### config.mk
export PLATFORM = sky130hd
export DESIGN_NAME = wb_tick_timer_flat
export DESIGN_NICKNAME = d
export VERILOG_FILES = /design/src/rtl/wb_tick_timer_if.sv /design/src/rtl/wb_tick_timer.sv /design/src/flat_wrapper.sv
export SDC_FILE = /design/constraint.sdc
export NUM_CORES = 1
export LEC_CHECK = 0
export ABC_AREA = 1
export ABC_CLOCK_PERIOD_IN_PS = 2300
export CELL_PAD_IN_SITES_DETAIL_PLACEMENT = 1
export CELL_PAD_IN_SITES_GLOBAL_PLACEMENT = 1
export CORE_MARGIN = 5
export CORE_UTILIZATION = 40
export CTS_CLUSTER_SIZE = 12
export DETAILED_ROUTE_END_ITERATION = 8
export GPL_TIMING_DRIVEN = 0
export PLACE_DENSITY_LB_ADDON = 0.1
export SYNTH_ARGS = -nofsm -noshare
export SYNTH_HDL_FRONTEND = slang
export SYNTH_SLANG_ARGS = --single-unit
### constraint.sdc
create_clock -name wb_clk_i -period 2.3 [get_ports wb_clk_i]
set_input_delay 0.46 -clock wb_clk_i [delete_from_list [all_inputs] [get_ports wb_clk_i]]
set_output_delay 0.46 -clock wb_clk_i [all_outputs]
set_load 0.01 [all_outputs]
### src/rtl/wb_tick_timer_if.sv
`default_nettype none
// ============================================================================
// Module      : wb_tick_timer_if
// Description : Wishbone B3 signal bundle for the tick timer slave. Signal
//               names keep the slave-side _i/_o suffixes used throughout
//               the system interconnect, so the slave modport reads
//               naturally.
//               Signals:
//                 wb_adr_i [31:0]  byte address (only [7:2] decoded)
//                 wb_dat_i [31:0]  write data
//                 wb_sel_i [3:0]   byte lane enables
//                 wb_we_i          write enable
//                 wb_cyc_i         cycle valid
//                 wb_stb_i         strobe
//                 wb_cti_i [2:0]   cycle type identifier
//                 wb_bte_i [1:0]   burst type extension
//                 wb_dat_o [31:0]  read data
//                 wb_ack_o         transfer acknowledge
//                 wb_err_o         error acknowledge
//                 wb_rty_o         retry (never used by the timer)
// Revision    : 1.0 - initial release
// ============================================================================
interface wb_tick_timer_if;
    logic [31:0] wb_adr_i;
    logic [31:0] wb_dat_i;
    logic [3:0]  wb_sel_i;
    logic        wb_we_i;
    logic        wb_cyc_i;
    logic        wb_stb_i;
    logic [2:0]  wb_cti_i;
    logic [1:0]  wb_bte_i;
    logic [31:0] wb_dat_o;
    logic        wb_ack_o;
    logic        wb_err_o;
    logic        wb_rty_o;

    modport slave (
        input  wb_adr_i,
        input  wb_dat_i,
        input  wb_sel_i,
        input  wb_we_i,
        input  wb_cyc_i,
        input  wb_stb_i,
        input  wb_cti_i,
        input  wb_bte_i,
        output wb_dat_o,
        output wb_ack_o,
        output wb_err_o,
        output wb_rty_o
    );

    modport master (
        output wb_adr_i,
        output wb_dat_i,
        output wb_sel_i,
        output wb_we_i,
        output wb_cyc_i,
        output wb_stb_i,
        output wb_cti_i,
        output wb_bte_i,
        input  wb_dat_o,
        input  wb_ack_o,
        input  wb_err_o,
        input  wb_rty_o
    );
endinterface
`default_nettype wire

### src/rtl/wb_tick_timer.sv
`default_nettype none
// ============================================================================
// Module      : wb_tick_timer
// Description : Wishbone B3 slave periodic timer. A programmable 8-bit
//               prescaler generates ticks; each tick advances COUNT, and a
//               COUNT==COMPARE match on a tick sets the sticky PEND flag,
//               which (masked by IE) drives the level interrupt int_o.
//
//               Register map (byte offset, adr[1:0] ignored):
//                 0x00 CTRL    [0] EN, [1] IE, [2] AUTO, [15:8] PRESCALE
//                 0x04 COUNT   read/write
//                 0x08 COMPARE read/write
//                 0x0C STATUS  [0] PEND, write 1 to clear
//               Offsets 0x10-0xFF answer with wb_err_o.
//
// Ports       : wb_clk_i  - system clock, rising edge
//               wb_rst_i  - synchronous active-high reset
//               bus       - Wishbone slave modport (wb_tick_timer_if)
//               int_o     - level interrupt request (PEND & IE)
// Parameters  : CNT_W        - counter/compare width (1..32)
//               RST_PRESCALE - reset value of CTRL.PRESCALE
// Revision    : 1.0 - initial release
// ============================================================================
module wb_tick_timer #(
    parameter int         CNT_W        = 32,
    parameter logic [7:0] RST_PRESCALE = 8'd0
) (
    input  logic           wb_clk_i,
    input  logic           wb_rst_i,
    wb_tick_timer_if.slave bus,
    output logic           int_o
);

    // ------------------------------------------------------------------------
    // Constants
    // ------------------------------------------------------------------------
    localparam logic [1:0]       c_reg_ctrl    = 2'd0;
    localparam logic [1:0]       c_reg_count   = 2'd1;
    localparam logic [1:0]       c_reg_compare = 2'd2;
    localparam logic [1:0]       c_reg_status  = 2'd3;
    localparam logic [CNT_W-1:0] c_cnt_one     = CNT_W'(1);
    localparam logic [CNT_W-1:0] c_cnt_ones    = {CNT_W{1'b1}};

    // ------------------------------------------------------------------------
    // Registers
    // ------------------------------------------------------------------------
    logic             r_ack;
    logic             r_err;
    logic [31:0]      r_dat;
    logic             r_en;
    logic             r_ie;
    logic             r_auto;
    logic [7:0]       r_prescale;
    logic [7:0]       r_pre_cnt;
    logic [CNT_W-1:0] r_count;
    logic [CNT_W-1:0] r_compare;
    logic             r_pend;

    // ------------------------------------------------------------------------
    // Combinational signals
    // ------------------------------------------------------------------------
    logic             w_req;
    logic             w_hit;
    logic             w_wr;
    logic [1:0]       w_reg;
    logic             w_wr_ctrl;
    logic             w_wr_count;
    logic             w_wr_compare;
    logic             w_clr_pend;
    logic             w_tick;
    logic             w_match;
    logic [31:0]      w_ctrl_rd;
    logic [31:0]      w_count_rd;
    logic [31:0]      w_compare_rd;
    logic [31:0]      w_rd_data;
    logic [31:0]      w_ctrl_new;
    logic [31:0]      w_count_new;
    logic [31:0]      w_compare_new;
    logic             w_unused;

    // Byte-lane merge: lanes with sel=1 take the bus data, others keep the
    // current register contents.
    function automatic logic [31:0] f_merge(
        input logic [31:0] old_v,
        input logic [31:0] new_v,
        input logic [3:0]  sel
    );
        logic [31:0] res;
        res = old_v;
        for (int b = 0; b < 4; b++) begin
            if (sel[b]) begin
                res[8*b +: 8] = new_v[8*b +: 8];
            end
        end
        return res;
    endfunction

    // ------------------------------------------------------------------------
    // Bus decode
    // ------------------------------------------------------------------------
    // The ack/err terms stop a held strobe from being taken twice: each beat
    // of a burst costs a request cycle plus an acknowledge cycle.
    assign w_req        = bus.wb_cyc_i & bus.wb_stb_i & ~r_ack & ~r_err;
    assign w_hit        = (bus.wb_adr_i[7:4] == 4'h0);
    assign w_reg        = bus.wb_adr_i[3:2];
    assign w_wr         = w_req & w_hit & bus.wb_we_i;
    assign w_wr_ctrl    = w_wr & (w_reg == c_reg_ctrl);
    assign w_wr_count   = w_wr & (w_reg == c_reg_count);
    assign w_wr_compare = w_wr & (w_reg == c_reg_compare);
    assign w_clr_pend   = w_wr & (w_reg == c_reg_status) &
                          bus.wb_sel_i[0] & bus.wb_dat_i[0];

    // Zero-extended views of the registers for reads and lane merging.
    always_comb begin
        w_ctrl_rd              = 32'h0;
        w_ctrl_rd[0]           = r_en;
        w_ctrl_rd[1]           = r_ie;
        w_ctrl_rd[2]           = r_auto;
        w_ctrl_rd[15:8]        = r_prescale;
        w_count_rd             = 32'h0;
        w_count_rd[CNT_W-1:0]  = r_count;
        w_compare_rd           = 32'h0;
        w_compare_rd[CNT_W-1:0] = r_compare;
    end

    always_comb begin
        w_rd_data = 32'h0;
        case (w_reg)
            c_reg_ctrl:    w_rd_data = w_ctrl_rd;
            c_reg_count:   w_rd_data = w_count_rd;
            c_reg_compare: w_rd_data = w_compare_rd;
            c_reg_status:  w_rd_data = {31'h0, r_pend};
            default:       w_rd_data = 32'h0;
        endcase
    end

    assign w_ctrl_new    = f_merge(w_ctrl_rd,    bus.wb_dat_i, bus.wb_sel_i);
    assign w_count_new   = f_merge(w_count_rd,   bus.wb_dat_i, bus.wb_sel_i);
    assign w_compare_new = f_merge(w_compare_rd, bus.wb_dat_i, bus.wb_sel_i);

    // ------------------------------------------------------------------------
    // Tick and match
    // ------------------------------------------------------------------------
    assign w_tick  = r_en & (r_pre_cnt == r_prescale);
    // A COUNT write on a tick cycle suppresses the compare entirely.
    assign w_match = w_tick & ~w_wr_count & (r_count == r_compare);

    // ------------------------------------------------------------------------
    // State update
    // ------------------------------------------------------------------------
    always_ff @(posedge wb_clk_i) begin
        if (wb_rst_i) begin
            r_ack      <= 1'b0;
            r_err      <= 1'b0;
            r_dat      <= 32'h0;
            r_en       <= 1'b0;
            r_ie       <= 1'b0;
            r_auto     <= 1'b0;
            r_prescale <= RST_PRESCALE;
            r_pre_cnt  <= 8'd0;
            r_count    <= '0;
            r_compare  <= c_cnt_ones;
            r_pend     <= 1'b0;
        end else begin
            // Bus response: one-cycle ack or err; data only during ack.
            r_ack <= w_req & w_hit;
            r_err <= w_req & ~w_hit;
            r_dat <= (w_req & w_hit) ? w_rd_data : 32'h0;

            if (w_wr_ctrl) begin
                r_en       <= w_ctrl_new[0];
                r_ie       <= w_ctrl_new[1];
                r_auto     <= w_ctrl_new[2];
                r_prescale <= w_ctrl_new[15:8];
            end

            if (w_wr_compare) begin
                r_compare <= w_compare_new[CNT_W-1:0];
            end

            // Holding pre_cnt at 0 while disabled makes an EN 0->1 write
            // start a fresh prescale period.
            if (!r_en) begin
                r_pre_cnt <= 8'd0;
            end else if (w_tick) begin
                r_pre_cnt <= 8'd0;
            end else begin
                r_pre_cnt <= r_pre_cnt + 8'd1;
            end

            if (w_wr_count) begin
                r_count <= w_count_new[CNT_W-1:0];
            end else if (w_match) begin
                r_count <= r_auto ? '0 : r_count + c_cnt_one;
            end else if (w_tick) begin
                r_count <= r_count + c_cnt_one;
            end

            // Set beats clear when both land on the same edge.
            if (w_match) begin
                r_pend <= 1'b1;
            end else if (w_clr_pend) begin
                r_pend <= 1'b0;
            end
        end
    end

    // ------------------------------------------------------------------------
    // Outputs
    // ------------------------------------------------------------------------
    assign bus.wb_ack_o = r_ack;
    assign bus.wb_err_o = r_err;
    assign bus.wb_dat_o = r_dat;
    assign bus.wb_rty_o = 1'b0;

    // Both operands are flops, so the AND cannot glitch.
    assign int_o = r_pend & r_ie;

    // Inputs and merge bits that carry no function in this block.
    assign w_unused = &{1'b0, bus.wb_cti_i, bus.wb_bte_i,
                        bus.wb_adr_i[31:8], bus.wb_adr_i[1:0],
                        w_ctrl_new[31:16], w_ctrl_new[7:3],
                        w_count_new, w_compare_new};

endmodule
`default_nettype wire

### src/flat_wrapper.sv
// flat-port wrapper written by rule: the top's interface ports become plain ports
module wb_tick_timer_flat 
#(
    parameter int         CNT_W        = 32,
    parameter logic [7:0] RST_PRESCALE = 8'd0
)
  (wb_clk_i, wb_rst_i, int_o, bus_wb_adr_i, bus_wb_dat_i, bus_wb_sel_i, bus_wb_we_i, bus_wb_cyc_i, bus_wb_stb_i, bus_wb_cti_i, bus_wb_bte_i, bus_wb_dat_o, bus_wb_ack_o, bus_wb_err_o, bus_wb_rty_o);
  wb_tick_timer_if bus_i ();
  input  logic wb_clk_i;
  input  logic wb_rst_i;
  output logic int_o;
  input wire logic [$bits(bus_i.wb_adr_i)-1:0] bus_wb_adr_i;
  input wire logic [$bits(bus_i.wb_dat_i)-1:0] bus_wb_dat_i;
  input wire logic [$bits(bus_i.wb_sel_i)-1:0] bus_wb_sel_i;
  input wire logic [$bits(bus_i.wb_we_i)-1:0] bus_wb_we_i;
  input wire logic [$bits(bus_i.wb_cyc_i)-1:0] bus_wb_cyc_i;
  input wire logic [$bits(bus_i.wb_stb_i)-1:0] bus_wb_stb_i;
  input wire logic [$bits(bus_i.wb_cti_i)-1:0] bus_wb_cti_i;
  input wire logic [$bits(bus_i.wb_bte_i)-1:0] bus_wb_bte_i;
  output wire logic [$bits(bus_i.wb_dat_o)-1:0] bus_wb_dat_o;
  output wire logic [$bits(bus_i.wb_ack_o)-1:0] bus_wb_ack_o;
  output wire logic [$bits(bus_i.wb_err_o)-1:0] bus_wb_err_o;
  output wire logic [$bits(bus_i.wb_rty_o)-1:0] bus_wb_rty_o;
  assign bus_i.wb_adr_i = bus_wb_adr_i;
  assign bus_i.wb_dat_i = bus_wb_dat_i;
  assign bus_i.wb_sel_i = bus_wb_sel_i;
  assign bus_i.wb_we_i = bus_wb_we_i;
  assign bus_i.wb_cyc_i = bus_wb_cyc_i;
  assign bus_i.wb_stb_i = bus_wb_stb_i;
  assign bus_i.wb_cti_i = bus_wb_cti_i;
  assign bus_i.wb_bte_i = bus_wb_bte_i;
  assign bus_wb_dat_o = bus_i.wb_dat_o;
  assign bus_wb_ack_o = bus_i.wb_ack_o;
  assign bus_wb_err_o = bus_i.wb_err_o;
  assign bus_wb_rty_o = bus_i.wb_rty_o;
  wb_tick_timer #(.CNT_W(CNT_W), .RST_PRESCALE(RST_PRESCALE)) u_core (.wb_clk_i(wb_clk_i), .wb_rst_i(wb_rst_i), .bus(bus_i), .int_o(int_o));
endmodule
[Word-level counts from Yosys, hierarchy flattened]
Cells that the tools add are included.
Word-level totals
  logic and storage cells: 77
  flip-flop bits (word level): 118
  output and inout bits: 36
  bits of input ports: 78
Cells by class
  muxes and demuxes: 11
  $add $sub $neg: 2
  equality and inequality tests: 9
  reduce and logical (&&, ||, !) cells: 16
  bitwise logic cells: 22
Operators by type and width (count)
  $mux W32: 4
  $pmux W32 S4: 1
  $add A32 B1 Y32 const B: 1
  $eq A32 B32 Y1: 1
  $mux W8: 4
  $reduce_and A2 Y1: 10
  $and A1 B1 Y1: 16
  $add A8 B1 Y8 const B: 1
  $eq A8 B8 Y1: 1
  $ne A2 B2 Y1 const B: 4
  $not A1 Y1: 6
  $eq A2 B2 Y1 const B: 2
  $logic_not A4 Y1: 1
  $reduce_bool A3 Y1: 1
  $reduce_or A3 Y1: 1
  $eq A2 B1 Y1 const B: 1
  $logic_not A2 Y1: 1
  $mux W1: 2
  $reduce_bool A2 Y1: 1
  $reduce_or A2 Y1: 1

[Logic depth before layout (Yosys ltp)]
  depth after elaboration: 11
  gate-level depth with buffers: 13
  gate-level depth less buffers: 12

[Least setup slack after synthesis]
No wires, ideal clock.
  path type: input to register
  from: input bus_wb_adr_i[7]
  to: register u_core.r_compare[0]
  path slack: 668 ps
  data arrival time: 1494 ps
  cell stages on the path: 9
  data required time: 2162 ps
  library setup time: 138 ps
  buffers on the path: 1
  path through: nor2_1 > nand3_2 > nor2_4 > nand2_2 > nor2_1 > nand2_1 > inv_1 > buf_4 > o211ai_1
On the way
  longest elaborated chain between the ends: 5
Ends and longest elaborated chain
  start: declaration: RTL line flat_wrapper.sv:12  | input wire logic [$bits(bus_i.wb_adr_i)-1:0] bus_wb_adr_i;
  $logic_not A4 Y1: RTL line wb_tick_timer.sv:104  | assign w_hit = (bus.wb_adr_i[7:4] == 4'h0);
  $and A1 B1 Y1 (2 in series): RTL line wb_tick_timer.sv:106  | assign w_wr = w_req & w_hit & bus.wb_we_i;
  $and A1 B1 Y1: RTL line wb_tick_timer.sv:109  | assign w_wr_compare = w_wr & (w_reg == c_reg_compare);
  $reduce_and A2 Y1 (no line)
  end signal: assignment: RTL line wb_tick_timer.sv:162  | r_compare <= c_cnt_ones;
  end signal: assignment: RTL line wb_tick_timer.sv:178  | r_compare <= w_compare_new[CNT_W-1:0];
  end: declaration: RTL line wb_tick_timer.sv:56  | logic [CNT_W-1:0] r_compare;
Every way passes these cells.
A chain may end at the register's enable or synchronous reset.

[Final worst setup path]
  from: input bus_wb_adr_i[3]
  to: register u_core.r_count[15]
On the way
  longest elaborated chain between the ends: 7
  elaborated cells on any way between the ends: 10
  classes of those cells: 2 x eq/ne; 2 x mux; 4 x bitwise; 2 x reduce/logical
Ends and longest elaborated chain
  $eq A2 B1 Y1 (*): RTL line wb_tick_timer.sv:108  | assign w_wr_count = w_wr & (w_reg == c_reg_count);
  $and A1 B1 Y1 (*): RTL line wb_tick_timer.sv:108
  $not A1 Y1: RTL line wb_tick_timer.sv:146  | assign w_match = w_tick & ~w_wr_count & (r_count == r_compare);
  $and A1 B1 Y1 (2 in series): RTL line wb_tick_timer.sv:146
  $reduce_bool A3 Y1 (no line) or $mux W32 (tied branches)
  $reduce_and A2 Y1 (no line) or $mux W32 (tied branches)
  end signal: assignment: RTL line wb_tick_timer.sv:192  | r_count <= w_count_new[CNT_W-1:0];
  end signal: assignment: RTL line wb_tick_timer.sv:194  | r_count <= r_auto ? '0 : r_count + c_cnt_one;
  end signal: assignment: RTL line wb_tick_timer.sv:196  | r_count <= r_count + c_cnt_one;
  end: declaration: RTL line wb_tick_timer.sv:55  | logic [CNT_W-1:0] r_count;
Every way passes the cells marked *; elsewhere a longest branch is shown, timed or not.

==> flow_summary_export.csv <==
group,metric,value,unit
status,status,"complete, no violations",
yosys,async_reset_ff_share,0,%
floorplan,start_util,40.5,%
global_routing,grt_usage,26.6,%
timing,min_period,2200,ps
critical_path,cpPeakStageDelay,590,ps
placed_design,dp_hpwl,17600,um
clock_tree,cts_buffers,17,
critical_path,r2r_slack,140,ps
clock_tree,cts.htree.levels,4,
global_routing,grt_pass1_vias,7296,
power,max-vdd-ir-drop,0.485,mV
timing,fmaxAchievable,454,MHz
yosys,ys_top_cells_by_area,"dfxtp_1 (37%), nand2_1 (20%), a21oi_1 (7.2%), inv_1 (6.2%), nor2_1 (5.2%)",
routing,routed_wl,24000,um
critical_path,r2r-end,"u_core.r_count[15]",
routing,first_iter_violations,439,
clock_tree,cts_root_buffer,"clkbuf_16",
cells_and_area,final_area,0.00808,sq mm
critical_path,cpMaxStageDelayCell,"clkdlybuf4s50_1",
cells_and_area,nets,1186,
timing,holdWs,334,ps
hold_path,hold_depth,2,
floorplan,die_y,137,um
power,power.density,614,mW/mm^2
routing,routed-via-count,7041,
critical_path,cp.required,2620,ps
global_routing,grt_max_degree,17,
routing,drc_errors,0,
timing,slew_violations,0,
flow_run,drv_cap,0,
cells_and_area,drive_gt1_share,8.31,%
yosys,post_synth.cell_area_avg,6.36,sq um
yosys,synth-edff-count,0,
clock_tree,clock-sinks,118,
global_routing,grt_pass1_wl,38200,um
placed_design,dpl_cell_area,0.00748,sq mm
timing,setup_viol,0,
critical_path,r2r-start,"u_core.r_count[27]",
clock_tree,clkSlewWorstSetupHoldPaths,60,ps
cells_and_area,syn_to_final_growth,26.0,%
routing,ant_nets,0,
routing,viasPerCell,5.27,
yosys,synthFlopType,"dfxtp_1",
clock_tree,cts_max_path_buffers,2,
hold_path,hold_path_end,"u_core.r_pend",
timing,period_share,95.7,%
critical_path,crit_arrival,2520,ps
routing,drt-pass1-iter-count,5,
floorplan,dieArea,0.0187,sq mm
yosys,ys_seq_area_share,36.9,%
critical_path,path_delay_family,"buffers and inverters",
global_routing,grt_overflow,0,
critical_path,endpoint_kind,"register",
cells_and_area,antenna_cells,0,
yosys,yosys.area.top_type,"dfxtp_1",
global_routing,antenna_found_initial,0,
clock_tree,cts_tree,"built",
routing,wl_per_cell,18.0,um
hold_path,min_path_type,"primary input to register",
clock_tree,clkLatencyLatePin,430,ps
floorplan,die_x,137,um
yosys,yosysMostFrequentCell,"nand2_1",
placed_design,port_buffers,80,
yosys,syn_nets,1087,
yosys,synth_top_area_share,36.9,%
critical_path,crit_path_start_kind,"primary input",
critical_path,cp_num_cells,9,
floorplan,core-area,0.0158,sq mm
yosys,netlist_area,0.00641,sq mm
placed_design,routabilityCongestion,0.983,
timing,finalHoldViolations,0,
critical_path,r2r_cells,13,
yosys,ys_types,38,
critical_path,path_cells,"clkdlybuf4s50_1, nor2_4, nand3_4, clkinv_2, nor2_1, nand3_2, buf_6, nand2_1, a21oi_1",
yosys,synth_common_cells,"nand2_1 (343), dfxtp_1 (118), inv_1 (105)",
hold_path,min_from,"wb_rst_i",
timing,finClkSkew,10.7,ps
power,p_leak,0.00342,uW
timing,grt_setup_unrepaired,"no",
yosys,ys.warnings.count,0,
timing,worst_pin_slew,817,ps
floorplan,rows,46,
yosys,syn-instance-count,1007,
floorplan,num_io_pins,114,
critical_path,critical_path_buf_inv_count,3,
critical_path,path_class,"primary input to register",
timing,slew_headroom,45.5,%
critical_path,worstPathMaxFanout,10,
yosys,synth-seq-cells,118,
kinds of logic after synthesis:
group | share of synthesized area [%]
AOI/OAI and AO/OA | 16.8
xor gates and xnor gates | 1.37
adders and majority gates | 0.390
buffers and inverters | 10.3
DFF | 36.9
other | 0.0585
and+or+nand+nor | 34.3
through the flow:
step | util, % | power [uW] | setup WS (ps) | setup TNS [ps] | std cells
floorplan | - | 2170 | 668 | 0 | 1007
global placement | 47.2 | 2320 | -416 | -13040 | 1303
detailed placement | 47.2 | 2320 | -433 | -14020 | 1303
CTS | 51.0 | 4990 | 4.47 | 0 | 1335
global route | 51.0 | 5080 | 23.1 | 0 | 1335
finish | 51.0 | 4960 | 98.0 | 0 | 1335
worst max path at each step:
| stage | start | endpoint | slack, ps |
|---|---|---|---|
| 2_1_floorplan | bus_wb_adr_i[7] | u_core.r_compare[0] | 670 |
| 3_3_place_gp | bus_wb_adr_i[2] | u_core.r_count[31] | -420 |
| 3_5_place_dp | bus_wb_adr_i[2] | u_core.r_count[31] | -430 |
| 4_1_cts | bus_wb_adr_i[2] | u_core.r_count[31] | 4 |
| 5_1_grt | bus_wb_adr_i[7] | u_core.r_count[1] | 20 |
| 6_report | bus_wb_adr_i[3] | u_core.r_count[15] | 100 |
repair_timing:
action,in CTS,in global routing
hold buffers,0,0
buffers inserted,0,0
gates resized for setup,0,7
endpoints found under the setup margin,0,29
report_power, final:
group	switching, uW	internal, uW
Clock	1050	1630
Sequential	2.75	2050
Combinational	134	94.2
Total	1190	3770
area by class of cell:
type	count	area (sq um)
fill	2130	7750
clock inverter	14	149
tap	216	270
inverter	111	418
sequential	118	2360
clock buffer	18	439
buffer	46	241
multi-input combinational	732	3390
timing repair buffer	80	801
layer usage:
| layer | global-route usage (%) | up-vias | share of wire, % |
|---|---|---|---|
| met5 | 0 | - | 0 |
| met4 | 9.74 | 0 | 2.6 |
| met3 | 4.71 | 43 | 4.9 |
| met2 | 45.0 | 175 | 47 |
| met1 | 34.0 | 3391 | 46 |
| li1 | - | 3432 | - |
state kept, by name, summed over array words and instances, names as in the netlist:
register	cells
u_core.bus.wb_err_o	1
u_core.r_en	1
u_core.r_pend	1
u_core.r_count	32
u_core.bus.wb_ack_o	1
u_core.r_pre_cnt	8
u_core.bus.wb_dat_o	32
u_core.r_compare	32
u_core.r_auto	1
u_core.r_prescale	8
u_core.r_ie	1
cell usage in the layout, fill, tap and decap left out, types with 5 or more instances in the layout:
cell             Yosys  layout
nand2_1            343     343
dfxtp_1            118     116
inv_1              105     105
a21oi_1             92      92
nor2_1              88      88
clkdlybuf4s50_1      0      80
o21ai_0             60      60
nand3_1             46      46
o211ai_1            30      30
clkbuf_1            20      18
clkbuf_16            0      17
buf_2               15      15
nand4_1             11      11
a31oi_1             10      10
xor2_1               8       8
nor2_2               8       7
nand2_2              6       6
buf_4                6       6
nor2_4               4       5
nor3_1               5       5
Power figures use the tool's default switching activity.
